## src/rtl/data_island_packet_scheduler_pkg.sv

```systemverilog
// Shared types and constants for the HDMI data-island packet scheduler.
// Packet bundle, slot state encoding and a lowest-set-bit helper.
package hdmi_packet_pkg;

    localparam int PACKET_CYCLES_DEFAULT = 32;
    localparam int NUM_SOURCES_DEFAULT   = 4;

    localparam logic [23:0] NULL_HEADER = 24'h000000;

    typedef struct packed {
        logic [23:0]      header;
        logic [3:0][55:0] sub;
    } packet_t;

    typedef logic [$clog2(NUM_SOURCES_DEFAULT+1)-1:0] src_id_t;

    typedef enum logic {
        ST_IDLE = 1'b0,
        ST_SLOT = 1'b1
    } slot_state_t;

    // Isolates the lowest set bit (request vectors up to 32 sources).
    function automatic logic [31:0] lowest_set(input logic [31:0] v);
        return v & (~v + 32'd1);
    endfunction

endpackage

```

## src/rtl/data_island_packet_scheduler_if.sv

```systemverilog
// Bundle between packet generators / island timing and the scheduler.
// master drives requests and strobes, slave returns the granted packet.
interface data_island_packet_scheduler_if #(
    parameter int NUM_SOURCES = 4
);
    import hdmi_packet_pkg::*;

    localparam int IDW = $clog2(NUM_SOURCES + 1);

    logic                                frame_start;
    logic [NUM_SOURCES-1:0]              req;
    logic [NUM_SOURCES-1:0][23:0]        src_header;
    logic [NUM_SOURCES-1:0][3:0][55:0]   src_sub;
    logic                                packet_enable;

    logic [23:0]                         header;
    logic [3:0][55:0]                    sub;
    logic [IDW-1:0]                      grant_id;
    logic [NUM_SOURCES-1:0]              ack;
    logic                                busy;
    logic                                overlap_err;

    modport master (
        output frame_start, req, src_header, src_sub, packet_enable,
        input  header, sub, grant_id, ack, busy, overlap_err
    );

    modport slave (
        input  frame_start, req, src_header, src_sub, packet_enable,
        output header, sub, grant_id, ack, busy, overlap_err
    );

endinterface

```

## src/rtl/data_island_packet_scheduler_rr_arbiter.sv

```systemverilog
// Masked-priority round-robin over sources FIXED_COUNT..NUM_SOURCES-1.
// Sources at or above rr_ptr win first; otherwise wrap to the lowest.
module packet_rr_arbiter
    import hdmi_packet_pkg::*;
#(
    parameter int NUM_SOURCES = 4,
    parameter int FIXED_COUNT = 1,
    parameter int PW          = 2
) (
    input  logic [NUM_SOURCES-1:0] pending,
    input  logic [PW-1:0]          rr_ptr,
    output logic [NUM_SOURCES-1:0] grant,
    output logic                   valid
);

    logic [NUM_SOURCES-1:0] rr_req;
    logic [NUM_SOURCES-1:0] hi_req;

    // Split round-robin requests into those at/above the pointer and all.
    always_comb begin
        rr_req = '0;
        hi_req = '0;
        for (int i = FIXED_COUNT; i < NUM_SOURCES; i++) begin
            rr_req[i] = pending[i];
            hi_req[i] = pending[i] && (PW'(i) >= rr_ptr);
        end
        if (|hi_req) begin
            grant = NUM_SOURCES'(lowest_set(32'(hi_req)));
        end else begin
            grant = NUM_SOURCES'(lowest_set(32'(rr_req)));
        end
        valid = |rr_req;
    end

endmodule

```

## src/rtl/data_island_packet_scheduler.sv

```systemverilog
// Grants the single data-island packet slot to one pending source per
// packet_enable strobe, holding the packet for PACKET_CYCLES pixel clocks.
module data_island_packet_scheduler
    import hdmi_packet_pkg::*;
#(
    parameter int                     NUM_SOURCES   = 4,
    parameter int                     FIXED_COUNT   = 1,
    parameter logic [NUM_SOURCES-1:0] FRAME_MASK    = 4'b1100,
    parameter int                     PACKET_CYCLES = PACKET_CYCLES_DEFAULT
) (
    input  logic                          clk_pixel,
    input  logic                          reset_n,
    data_island_packet_scheduler_if.slave bus
);

    localparam int IDW = $clog2(NUM_SOURCES + 1);
    localparam int PW  = (NUM_SOURCES > 1) ? $clog2(NUM_SOURCES) : 1;
    localparam int CW  = (PACKET_CYCLES > 1) ? $clog2(PACKET_CYCLES) : 1;

    slot_state_t            state;
    logic [NUM_SOURCES-1:0] pending;
    logic [PW-1:0]          rr_ptr;
    logic [CW-1:0]          cnt;
    logic                   ovl_q;
    packet_t                pkt_q;
    logic [IDW-1:0]         gid_q;
    logic [NUM_SOURCES-1:0] ack_q;

    logic [NUM_SOURCES-1:0] fix_req;
    logic [NUM_SOURCES-1:0] fix_oh;
    logic [NUM_SOURCES-1:0] rr_oh;
    logic                   rr_valid;
    logic [NUM_SOURCES-1:0] win_oh;
    logic                   win_is_rr;
    logic [IDW-1:0]         win_id;
    packet_t                win_pkt;
    logic [PW-1:0]          nxt_ptr;
    logic                   fire;

    packet_rr_arbiter #(
        .NUM_SOURCES (NUM_SOURCES),
        .FIXED_COUNT (FIXED_COUNT),
        .PW          (PW)
    ) u_rr (
        .pending (pending),
        .rr_ptr  (rr_ptr),
        .grant   (rr_oh),
        .valid   (rr_valid)
    );

    // Strict priority below FIXED_COUNT, round-robin above, else Null.
    always_comb begin
        fix_req = '0;
        for (int i = 0; i < FIXED_COUNT; i++) begin
            fix_req[i] = pending[i];
        end
        fix_oh    = NUM_SOURCES'(lowest_set(32'(fix_req)));
        win_is_rr = !(|fix_req) && rr_valid;
        if (|fix_req) begin
            win_oh = fix_oh;
        end else if (rr_valid) begin
            win_oh = rr_oh;
        end else begin
            win_oh = '0;
        end
    end

    // Winner index, its packet contents and the advanced rr pointer.
    always_comb begin
        win_id         = IDW'(NUM_SOURCES);
        win_pkt.header = NULL_HEADER;
        win_pkt.sub    = '0;
        nxt_ptr        = rr_ptr;
        for (int i = 0; i < NUM_SOURCES; i++) begin
            if (win_oh[i]) begin
                win_id         = IDW'(i);
                win_pkt.header = bus.src_header[i];
                win_pkt.sub    = bus.src_sub[i];
            end
        end
        for (int i = FIXED_COUNT; i < NUM_SOURCES; i++) begin
            if (win_is_rr && win_oh[i]) begin
                nxt_ptr = (i == NUM_SOURCES - 1) ? PW'(FIXED_COUNT)
                                                 : PW'(i + 1);
            end
        end
    end

    assign fire = bus.packet_enable && (state == ST_IDLE);

    // Pending flags, slot FSM/counter and registered packet outputs.
    always_ff @(posedge clk_pixel) begin
        if (!reset_n) begin
            state   <= ST_IDLE;
            pending <= '0;
            rr_ptr  <= PW'(FIXED_COUNT);
            cnt     <= '0;
            ovl_q   <= 1'b0;
            pkt_q   <= '0;
            gid_q   <= IDW'(NUM_SOURCES);
            ack_q   <= '0;
        end else begin
            // Clear of the granted source first, so a same-cycle
            // re-request survives.
            pending <= (pending & ~(fire ? win_oh : '0))
                     | bus.req
                     | (bus.frame_start ? FRAME_MASK : '0);
            ack_q   <= fire ? win_oh : '0;
            if (bus.packet_enable && (state == ST_SLOT)) begin
                ovl_q <= 1'b1;
            end
            unique case (state)
                ST_IDLE: begin
                    if (fire) begin
                        state  <= ST_SLOT;
                        cnt    <= '0;
                        pkt_q  <= win_pkt;
                        gid_q  <= win_id;
                        rr_ptr <= nxt_ptr;
                    end
                end
                ST_SLOT: begin
                    if (cnt == CW'(PACKET_CYCLES - 1)) begin
                        state <= ST_IDLE;
                        cnt   <= '0;
                    end else begin
                        cnt <= cnt + CW'(1);
                    end
                end
                default: state <= ST_IDLE;
            endcase
        end
    end

    assign bus.header      = pkt_q.header;
    assign bus.sub         = pkt_q.sub;
    assign bus.grant_id    = gid_q;
    assign bus.ack         = ack_q;
    assign bus.busy        = (state == ST_SLOT);
    assign bus.overlap_err = ovl_q;

endmodule

```

## src/flat_wrapper.sv

```systemverilog
// flat-port wrapper written by rule: the top's interface ports become plain ports
module data_island_packet_scheduler_flat import hdmi_packet_pkg::*;
#(
    parameter int                     NUM_SOURCES   = 4,
    parameter int                     FIXED_COUNT   = 1,
    parameter logic [NUM_SOURCES-1:0] FRAME_MASK    = 4'b1100,
    parameter int                     PACKET_CYCLES = PACKET_CYCLES_DEFAULT
)
  (clk_pixel, reset_n, bus_frame_start, bus_req, bus_src_header, bus_src_sub, bus_packet_enable, bus_header, bus_sub, bus_grant_id, bus_ack, bus_busy, bus_overlap_err);
  data_island_packet_scheduler_if #(.NUM_SOURCES(NUM_SOURCES)) bus_i ();
  input  logic clk_pixel;
  input  logic reset_n;
  input wire logic [$bits(bus_i.frame_start)-1:0] bus_frame_start;
  input wire logic [$bits(bus_i.req)-1:0] bus_req;
  input wire logic [$bits(bus_i.src_header)-1:0] bus_src_header;
  input wire logic [$bits(bus_i.src_sub)-1:0] bus_src_sub;
  input wire logic [$bits(bus_i.packet_enable)-1:0] bus_packet_enable;
  output wire logic [$bits(bus_i.header)-1:0] bus_header;
  output wire logic [$bits(bus_i.sub)-1:0] bus_sub;
  output wire logic [$bits(bus_i.grant_id)-1:0] bus_grant_id;
  output wire logic [$bits(bus_i.ack)-1:0] bus_ack;
  output wire logic [$bits(bus_i.busy)-1:0] bus_busy;
  output wire logic [$bits(bus_i.overlap_err)-1:0] bus_overlap_err;
  assign bus_i.frame_start = bus_frame_start;
  assign bus_i.req = bus_req;
  assign bus_i.src_header = bus_src_header;
  assign bus_i.src_sub = bus_src_sub;
  assign bus_i.packet_enable = bus_packet_enable;
  assign bus_header = bus_i.header;
  assign bus_sub = bus_i.sub;
  assign bus_grant_id = bus_i.grant_id;
  assign bus_ack = bus_i.ack;
  assign bus_busy = bus_i.busy;
  assign bus_overlap_err = bus_i.overlap_err;
  data_island_packet_scheduler #(.NUM_SOURCES(NUM_SOURCES), .FIXED_COUNT(FIXED_COUNT), .FRAME_MASK(FRAME_MASK), .PACKET_CYCLES(PACKET_CYCLES)) u_core (.clk_pixel(clk_pixel), .reset_n(reset_n), .bus(bus_i));
endmodule
```

## config.mk

```make
export PLATFORM = sky130hd
export DESIGN_NAME = data_island_packet_scheduler_flat
export DESIGN_NICKNAME = d
export VERILOG_FILES = /design/src/rtl/data_island_packet_scheduler_pkg.sv /design/src/rtl/data_island_packet_scheduler_if.sv /design/src/rtl/data_island_packet_scheduler_rr_arbiter.sv /design/src/rtl/data_island_packet_scheduler.sv /design/src/flat_wrapper.sv
export SDC_FILE = /design/constraint.sdc
export NUM_CORES = 1
export LEC_CHECK = 0
export CAP_MARGIN = 20
export CELL_PAD_IN_SITES_DETAIL_PLACEMENT = 1
export CELL_PAD_IN_SITES_GLOBAL_PLACEMENT = 1
export CORE_AREA = 2 2 483 485
export DETAILED_ROUTE_END_ITERATION = 7
export DIE_AREA = 0 0 485 487
export PLACE_DENSITY_LB_ADDON = 0.1
export SYNTH_ARGS = -nofsm -noshare
export SYNTH_HDL_FRONTEND = slang
export SYNTH_SLANG_ARGS = --single-unit
```

## constraint.sdc

```tcl
create_clock -name clk_pixel -period 3 [get_ports clk_pixel]
set_input_delay 0.9 -clock clk_pixel [delete_from_list [all_inputs] [get_ports clk_pixel]]
set_output_delay 0.9 -clock clk_pixel [all_outputs]
set_load 0.01 [all_outputs]
```

; Yosys cells after proc, flatten, opt, wreduce, memory -nomap -nowiden
; Cells that the tools add are included.
[classes]
n_bitwise = 11
n_reduce_logical = 15
mux = 22
n_eq_ne = 2
magnitude_cmp = 3
add_sub_neg = 4
[ops]
columns = operator, n
row1 = two-way mux 248 bit, 4
row2 = two-way mux 4 bit, 5
row3 = "adder 4 x 1 -> 4 bit, second input constant", 3
row4 = AND 4 bit, 3
row5 = two-way mux 3 bit, 4
row6 = NOT 4 bit, 3
row7 = two-way mux 5 bit, 2
row8 = case mux 5 bit (2 select lines), 1
row9 = logical AND 1 bit, 9
row10 = bitwise OR 4 bit, 2
row11 = two-way mux 2 bit, 3
row12 = OR reduction 3 bit, 2
row13 = "adder 5 x 1 -> 5 bit, second input constant", 1
row14 = "equality test 5 bit, second input constant", 1
row15 = AND 1 x 4 -> 4 bit, 1
row16 = "greater-or-equal comparator 2 bit, first input constant", 2
row17 = NOT 1 -> 4 bit, 1
row18 = AND reduction 3 bit, 1
row19 = nonzero test 3 bit, 1
row20 = "greater-or-equal comparator 1 x 2 -> 1 bit, first input constant", 1
row21 = two-way mux 1 bit, 2
row22 = "inequality test 2 x 1 -> 1 bit, second input constant", 1
row23 = case mux 1 bit (2 select lines), 1
row24 = AND reduction 2 bit, 1
row25 = 2 further kinds, 2
[totals]
wordCells = 69
input_bits = 1000
regBits = 268
output_inout_bits = 257

; Logic depth before layout (Yosys ltp)
; Gate-level depths: netlist (run 1).
[depth]
word_depth = 13
mapped_depth = 9
mapped_depth_nobuf = 7

; Modules after synthesis
; Synthesis (run 1) repeated with hierarchy kept, for this count alone.
[unflattened]
cells_unflattened = 1815
area_unflattened_um2 = 14792.9
[modules_own_cells]
columns = mod, cells_each, seq_area_each_um2, area_per_inst_um2, instances
row1 = data_island_packet_scheduler, 1803, 5365.1, 14714.1, 1
row2 = packet_rr_arbiter, 12, 0.0, 78.8, 1

; Worst setup path after synthesis (run 1)
; No wires, ideal clock.
[synth_path]
path_type = input -> register
from = input bus_packet_enable
to = register u_core.pkt_q, in the netlist u_core.bus.sub[100]
n_path_buf = 4
required_time_ns = 2.942
setup_ns = 0.058
setup_slack_ns = 0.870
stages = 8
arrival_ns = 2.072
path_cell_list = nand2b_1 -> clkbuf_1 -> a311o_1 -> buf_2 -> buf_6 -> buf_4 -> a311oi_1 -> o21a_1
[synth_via]
elab_chain_cells = 2
[synth_rtl]
columns = element, line_no
row1 = start: declaration, flat_wrapper.sv:17  ; input wire logic [$bits(bus_i.packet_enable)-1:0] bus_packet_enable;
row2 = logical AND 1 bit, data_island_packet_scheduler.sv:89  ; assign fire = bus.packet_enable && (state == ST_IDLE);
row3 = AND reduction 2 bit (no line), -
row4 = end signal: assignment, data_island_packet_scheduler.sv:117  ; pkt_q <= win_pkt;
row5 = end: declaration, data_island_packet_scheduler.sv:25  ; packet_t pkt_q;
; No other way between the ends.
; A chain may end at the register's enable or synchronous reset.

; Worst setup path after layout (run 1)
[layout_path]
from = register u_core.pkt_q, in the netlist u_core.bus.sub[2]
to = output bus_sub[2]
[layout_rtl]
columns = element, line_no
row1 = end: declaration, flat_wrapper.sv:19  ; output wire logic [$bits(bus_i.sub)-1:0] bus_sub;
; No word-level cell between the ends.

==> impl_metrics.yaml, run 1 <==
status:
  status: "finished, final reports clean"
place:
  place_hpwl_mm: 168
  post-place-cells: 6888
  port_buffers: 1256
  gp_congestion: 0.853
  pre_cts_ws_ns: -0.243
sta:
  rsz0062_at_grt: "false"
  min_period_ns: 2.79
  finalCritPeriodShare_pct: 93.0
  slew_headroom_pct: 46.6
  worstMarginPinSlew_ns: 0.802
  final.setup.worst_slack_ns: 0.210
  clock_skew_ns: 0.0250
  hold_viol_final: 0
  fmax_mhz: 358
  finalSetupViolations: 0
  finalMaxSlewViolations: 0
setup_path:
  crit_type: "flop to output pin"
  crit_family: "buffers and inverters"
  cp.arrival_ns: 1.89
  crit_chain: "clkdlybuf4s50_1"
  crit_slowest_cell: "clkdlybuf4s50_1"
  crit_path_start: "u_core.bus.sub[2]$_SDFFE_PN0P_"
  required_ns: 2.10
  path_max_fanout: 2
  crit_buf_inv: 1
  cpPeakStageDelay_ns: 0.63
  crit_path_end_kind: "output pin"
  setup.worst_path.start_class: "flop"
  r2r_start: "u_core.rr_ptr[1]$_SDFFE_PN0P_"
logic_synthesis:
  synth_warnings: 0
  syn-cell-area_um2: 20900
  synthTopCellsByArea: "dfxtp_1 (26%), a311oi_2 (14%), nand2_1 (13%)"
  synthDistinctLibCells: 34
  yosysTopAreaCell: "dfxtp_1"
  synthCells: 2715
  synthesis.nets: 3717
  ys_seq_elements: 268
  ys_seq_area_share_pct: 25.6
  synth_top_area_share_pct: 25.6
  syn_avg_cell_area_um2: 7.71
clocking:
  cts.sink_count: 268
  clockBufferDepth: 3
  insertion_delay_ns: 0.65
  hold_buffers: 0
  post_cts_buffers: 0
  ctsResizeCount: 0
  cts_tree: "done"
  cts_root_buf: "clkbuf_16"
  cts.clk_slew.worst_paths_ns: 0.06
  cts_buffers: 47
  h-tree-depth: 2
floorplan:
  core_area_um2: 231000
  initial_core_util_pct: 9.04
  die_h_um: 487
  rows: 177
  die_area_um2: 236000
  io_pins: 1257
  die_x_um: 485
route:
  via_per_inst: 4.00
  ant_nets: 0
  wl_per_cell_um: 30.7
  drt_iter0_markers: 1170
  wl_met1_mm: 91.7
  drt_pre_antenna_iters: 5
  drc: 0
  dr_wl_met2_mm: 102
  top_layer: "met5"
  dr_total_vias: 28000
  wl_mm: 215
  met3_length_mm: 16.8
power_and_ir_drop:
  power.share.combinational_pct: 36.6
  peakVddDrop_mv: 0.408
  p_per_area_nw_per_um2: 382
  internal_power_mw: 9.81
  leakagePower_nw: 12.4
  pwr-share-clk_pct: 37.0
  pwr-share-seq_pct: 26.3
  p_sw_mw: 5.49
  total_power_mw: 15.3
  switching_share_pct: 35.9
grt:
  grt_start_max_net_pins: 95
  grt_use_total_pct: 17.4
  overflow: 0
  antenna_found_initial: 110
  grt_pass1_wl_mm: 287
  grt_pass1_vias: 30400
cells_and_area:
  post-route-util_pct: 17.3
  nNetsFinal: 4896
  stdcell_count: 7000
  drive_above_1_share_pct: 14.1
  fillers: 27000
  syn2layout_area_growth_pct: 91.6
hold_path:
  hp-start: "u_core.bus.sub[119]$_SDFFE_PN0P_"
  hp-class: "flop to flop"
job:
  cap_viol_max_count: 0
==> flip-flops by register name, indices dropped and copies added, names as in the netlist <==
signal / flops
u_core.bus.sub: 224
u_core.bus.header: 24
u_core.cnt: 5
u_core.bus.ack: 4
u_core.pending: 4
u_core.bus.grant_id: 3
u_core.rr_ptr: 2
u_core.bus.busy: 1
u_core.bus.overlap_err: 1
==> kinds of logic after synthesis <==
logic type / synth area share, %
AO/OA/AOI/OAI: 43.8
flip-flops: 25.6
AND/OR/NAND/NOR: 21.8
adder cells (fa/ha/maj): 0.120
buffers and inverters: 8.61
==> Yosys cell counts (all sizes together) <==
cell type / number
o21a: 244
nand2: 745
nand3: 1
a31oi: 6
o22ai: 1
buf: 116
dfxtp: 268
o211ai: 1
a21boi: 1
and3: 2
a211oi: 250
a21o: 3
o31ai: 245
nor4b: 1
nand4: 254
a311o: 5
clkinv: 1
nor2: 18
ha: 2
clkbuf: 276
o221a: 1
o21ai: 4
a21oi: 13
nand3b: 1
nand2b: 6
a311oi: 244
nor2b: 3
nor3b: 3
==> cells in the final DEF (no fill, tap or decap), drive strengths merged <==
cell type      instances
nand3b                 1
a31oi                  6
a311oi               244
diode                 28
nor2b                  3
clkinv                13
ha                     2
o221a                  1
nand2                745
clkbuf                69
clkdlybuf4s50       1255
o211ai                 1
nor2                  18
inv                    1
bufinv                 2
buf                  267
nand4                254
dfxtp                268
a21o                   3
a21oi                 13
nor4b                  1
o21a                 244
a21boi                 1
a211oi               250
o31ai                245
o22ai                  1
and3                   2
a311o                  5
o21ai                  4
nand3                  1
nor3b                  3
nand2b                 6
==> routing by layer <==
layer	track usage, %	up-vias
met4	3.28	76
met2	29.5	983
li1	-	12800
met5	0	-
met3	6.12	237
met1	21.3	13900
==> through the flow <==
step	TNS (ns)	hold slack [ns]	cell area, um^2
floorplan	0	0.459	20900
global placement	-2.59	0.468	38500
detailed placement	-2.20	0.473	38500
CTS	0	0.489	40000
global route	0	0.502	40000
finish	0	0.487	40100
==> worst reg2reg max path: stages, from the launching register on <==
cell and delay, ns:
dfxtp_1 0.62, a21o_4 0.25, buf_12 0.19, buf_12 0.37, a211oi_1 0.24, a311oi_1 0.52
buf_4 0.20, o21a_1 0.11
==> cell type report <==
class                   count  area [um^2]  area share [%]
diodes                     28         70.1           0.175
clock buffers              69         1380            3.44
clock inverters            15          129           0.322
inverters                   1         3.75         0.00936
multi-input cells        2054        13800            34.5
flip-flops and latches    268         5370            13.4
well taps                3043         3810            9.50
repair buffers           1522        15500            38.6
==> power by group through the flow <==
| stage | clock network, mW | logic (mW) | registers (mW) |
|---|---|---|---|
| after floorplan | 0 | 1.96 | 4.15 |
| after global placement | 0 | 5.75 | 4.11 |
| after detailed placement | 0 | 5.73 | 4.11 |
| after CTS | 6.01 | 5.76 | 4.04 |
| after global routing | 6.08 | 5.99 | 4.07 |
| final | 5.67 | 5.61 | 4.03 |
==> final timing paths <==
kind                                       to  slack (ns)  cells past startpoint
max reg2reg  u_core.bus.sub[122]$_SDFFE_PN0P_        0.45                      7
min          u_core.bus.sub[119]$_SDFFE_PN0P_        0.49                      2
max                                bus_sub[2]        0.21                      1
min reg2reg  u_core.bus.sub[119]$_SDFFE_PN0P_        0.49                      2
Note: power is estimated with default switching activity, not from simulation.
==> run 2: changes to the inputs <==
--- a/config.mk
+++ b/config.mk
@@ -5,7 +5,6 @@
 export SDC_FILE = /design/constraint.sdc
 export NUM_CORES = 1
 export LEC_CHECK = 0
-export CAP_MARGIN = 20
 export CELL_PAD_IN_SITES_DETAIL_PLACEMENT = 1
 export CELL_PAD_IN_SITES_GLOBAL_PLACEMENT = 1
 export CORE_AREA = 2 2 483 485
==> results of run 2 <==
Same layout as run 1: the final DEF is identical, and so are final timing and power.
==> run 3: changes to the inputs <==
--- a/config.mk
+++ b/config.mk
@@ -10,7 +10,9 @@
 export CORE_AREA = 2 2 483 485
 export DETAILED_ROUTE_END_ITERATION = 7
 export DIE_AREA = 0 0 485 487
+export HOLD_SLACK_MARGIN = 0.06
 export PLACE_DENSITY_LB_ADDON = 0.1
+export SETUP_SLACK_MARGIN = 0.5
 export SYNTH_ARGS = -nofsm -noshare
 export SYNTH_HDL_FRONTEND = slang
 export SYNTH_SLANG_ARGS = --single-unit
==> impl_metrics.yaml, run 3 (synthesized netlist as in run 1, its figures left out) <==
clocking:
  hold_buffers: 0
  cts.clk_slew.worst_paths_ns: 0.06
  clockBufferDepth: 3
  post_cts_buffers: 0
  ctsResizeCount: 297
  cts_tree: "done"
  h-tree-depth: 2
  cts.sink_count: 268
  insertion_delay_ns: 0.65
  cts_root_buf: "clkbuf_16"
  cts_buffers: 47
route:
  dr_total_vias: 28100
  wl_per_cell_um: 30.7
  drc: 0
  drt_iter0_markers: 1182
  via_per_inst: 4.01
  ant_nets: 0
  drt_pre_antenna_iters: 4
  wl_mm: 215
hold_path:
  hold_depth: 2
  hp-class: "flop to flop"
  hp-start: "u_core.bus.sub[119]$_SDFFE_PN0P_"
  hold_end: "u_core.bus.sub[119]$_SDFFE_PN0P_"
grt:
  antenna_found_initial: 118
  grt_use_total_pct: 17.5
  grt_pass1_vias: 30400
  grt_pass1_wl_mm: 287
  grt_start_max_net_pins: 95
  overflow: 0
sta:
  final.setup.worst_slack_ns: 0.492
  hold_viol_final: 0
  min_period_ns: 2.51
  clock_skew_ns: 0.0258
  finalSetupViolations: 0
  slew_headroom_pct: 45.4
  worstMarginPinSlew_ns: 0.819
  finalMaxSlewViolations: 0
  finalCritPeriodShare_pct: 83.6
  rsz0062_at_grt: "false"
  fmax_mhz: 399
floorplan:
  die_x_um: 485
  die_h_um: 487
  core_area_um2: 231000
  rows: 177
  initial_core_util_pct: 9.04
  die_area_um2: 236000
  io_pins: 1257
cells_and_area:
  fillers: 27100
  stdcell_count: 7006
  multi_input_area_um2: 13900
  drive_above_1_share_pct: 14.8
  final-seq-area_um2: 5400
  nNetsFinal: 4896
  final_common_cell: "clkdlybuf4s50_1"
  syn2layout_area_growth_pct: 90.5
  final_cell_mix: "clkdlybuf4s50_1 (1000), nand2_1 (744), dfxtp_1 (256)"
  largest_reg_flops: 224
setup_path:
  reg2regPathDepth: 6
  r2r_start: "u_core.pending[1]$_SDFF_PN0_"
  cp.arrival_ns: 3.10
  cpPeakStageDelay_ns: 0.61
  crit_family: "buffers and inverters"
  crit_buf_inv: 4
  r2r_end: "u_core.bus.sub[104]$_SDFFE_PN0P_"
  rrSetupSlack_ns: 0.59
  path_max_fanout: 12
  crit_path_end_kind: "flop"
  crit_type: "primary input to flop"
  cpMostUsedCell: "buf_4"
  required_ns: 3.59
  crit_chain: "clkdlybuf4s50_1, nand2b_4, a311o_2, buf_12, buf_4, a311oi_1, buf_4, o21a_1"
  crit_slowest_cell: "clkdlybuf4s50_1"
  setup.worst_path.start_class: "primary input"
power_and_ir_drop:
  p_per_area_nw_per_um2: 379
  total_power_mw: 15.1
  leakagePower_nw: 13.5
  peakVddDrop_mv: 0.405
place:
  post-place-cells: 6888
  place_hpwl_mm: 168
  gp_congestion: 0.853
  port_buffers: 1256
  pre_cts_ws_ns: -0.243
job:
  cap_viol_max_count: 0
status:
  status: "finished, final reports clean"
run 3: per-layer routing:
metal,global-route usage (%),wire length (um),vias to the layer above
met4,3.20,3660,82
met2,29.6,102000,995
met1,21.3,91700,13900
met5,0,556,-
met3,6.13,16900,245
li1,-,-,12800
run 3: tightest hold or removal path, delay by kind of cell (launching register included):
kind            cells  cell delay, ns
simple gates        1            0.05
flops               1            0.31
compound gates      1            0.07
run 3: layout make-up:
cell class | instances | area share (%)
diodes | 34 | 0.213
clock buffers | 69 | 3.46
clock inverters | 15 | 0.323
inverters | 1 | 0.00942
multi-input cells | 2054 | 34.8
flip-flops and latches | 268 | 13.5
well taps | 3043 | 9.55
repair buffers | 1522 | 38.1
run 3: per-stage QoR:
stage | utilization (%) | area [um^2] | hold WS, ns | TNS, ns
after detailed placement | 16.6 | 38500 | 0.473 | -2.20
after CTS | 17.2 | 39800 | 0.486 | 0
after global placement | 16.6 | 38500 | 0.468 | -2.59
final | 17.2 | 39900 | 0.486 | 0
after global routing | 17.2 | 39800 | 0.499 | 0
after floorplan | - | 20900 | 0.459 | 0
run 3: worst max-delay path by stage:
stage,to,depth (start not counted),start
6_report,u_core.bus.sub[133]$_SDFFE_PN0P_,8,bus_packet_enable
5_1_grt,bus_header[5],1,u_core.bus.header[5]$_SDFFE_PN0P_
4_1_cts,bus_sub[14],1,u_core.bus.sub[14]$_SDFFE_PN0P_
3_5_place_dp,u_core.bus.sub[122]$_SDFFE_PN0P_,8,bus_packet_enable
3_3_place_gp,u_core.bus.sub[122]$_SDFFE_PN0P_,8,bus_packet_enable
2_1_floorplan,u_core.bus.sub[100]$_SDFFE_PN0P_,8,bus_packet_enable
run 3: power by group:
part           internal, mW  total, mW  switching [mW]
logic                  2.49       5.44            2.95
clock network          3.32       5.67            2.34
registers              3.83       4.02           0.189
total                  9.64       15.1            5.48
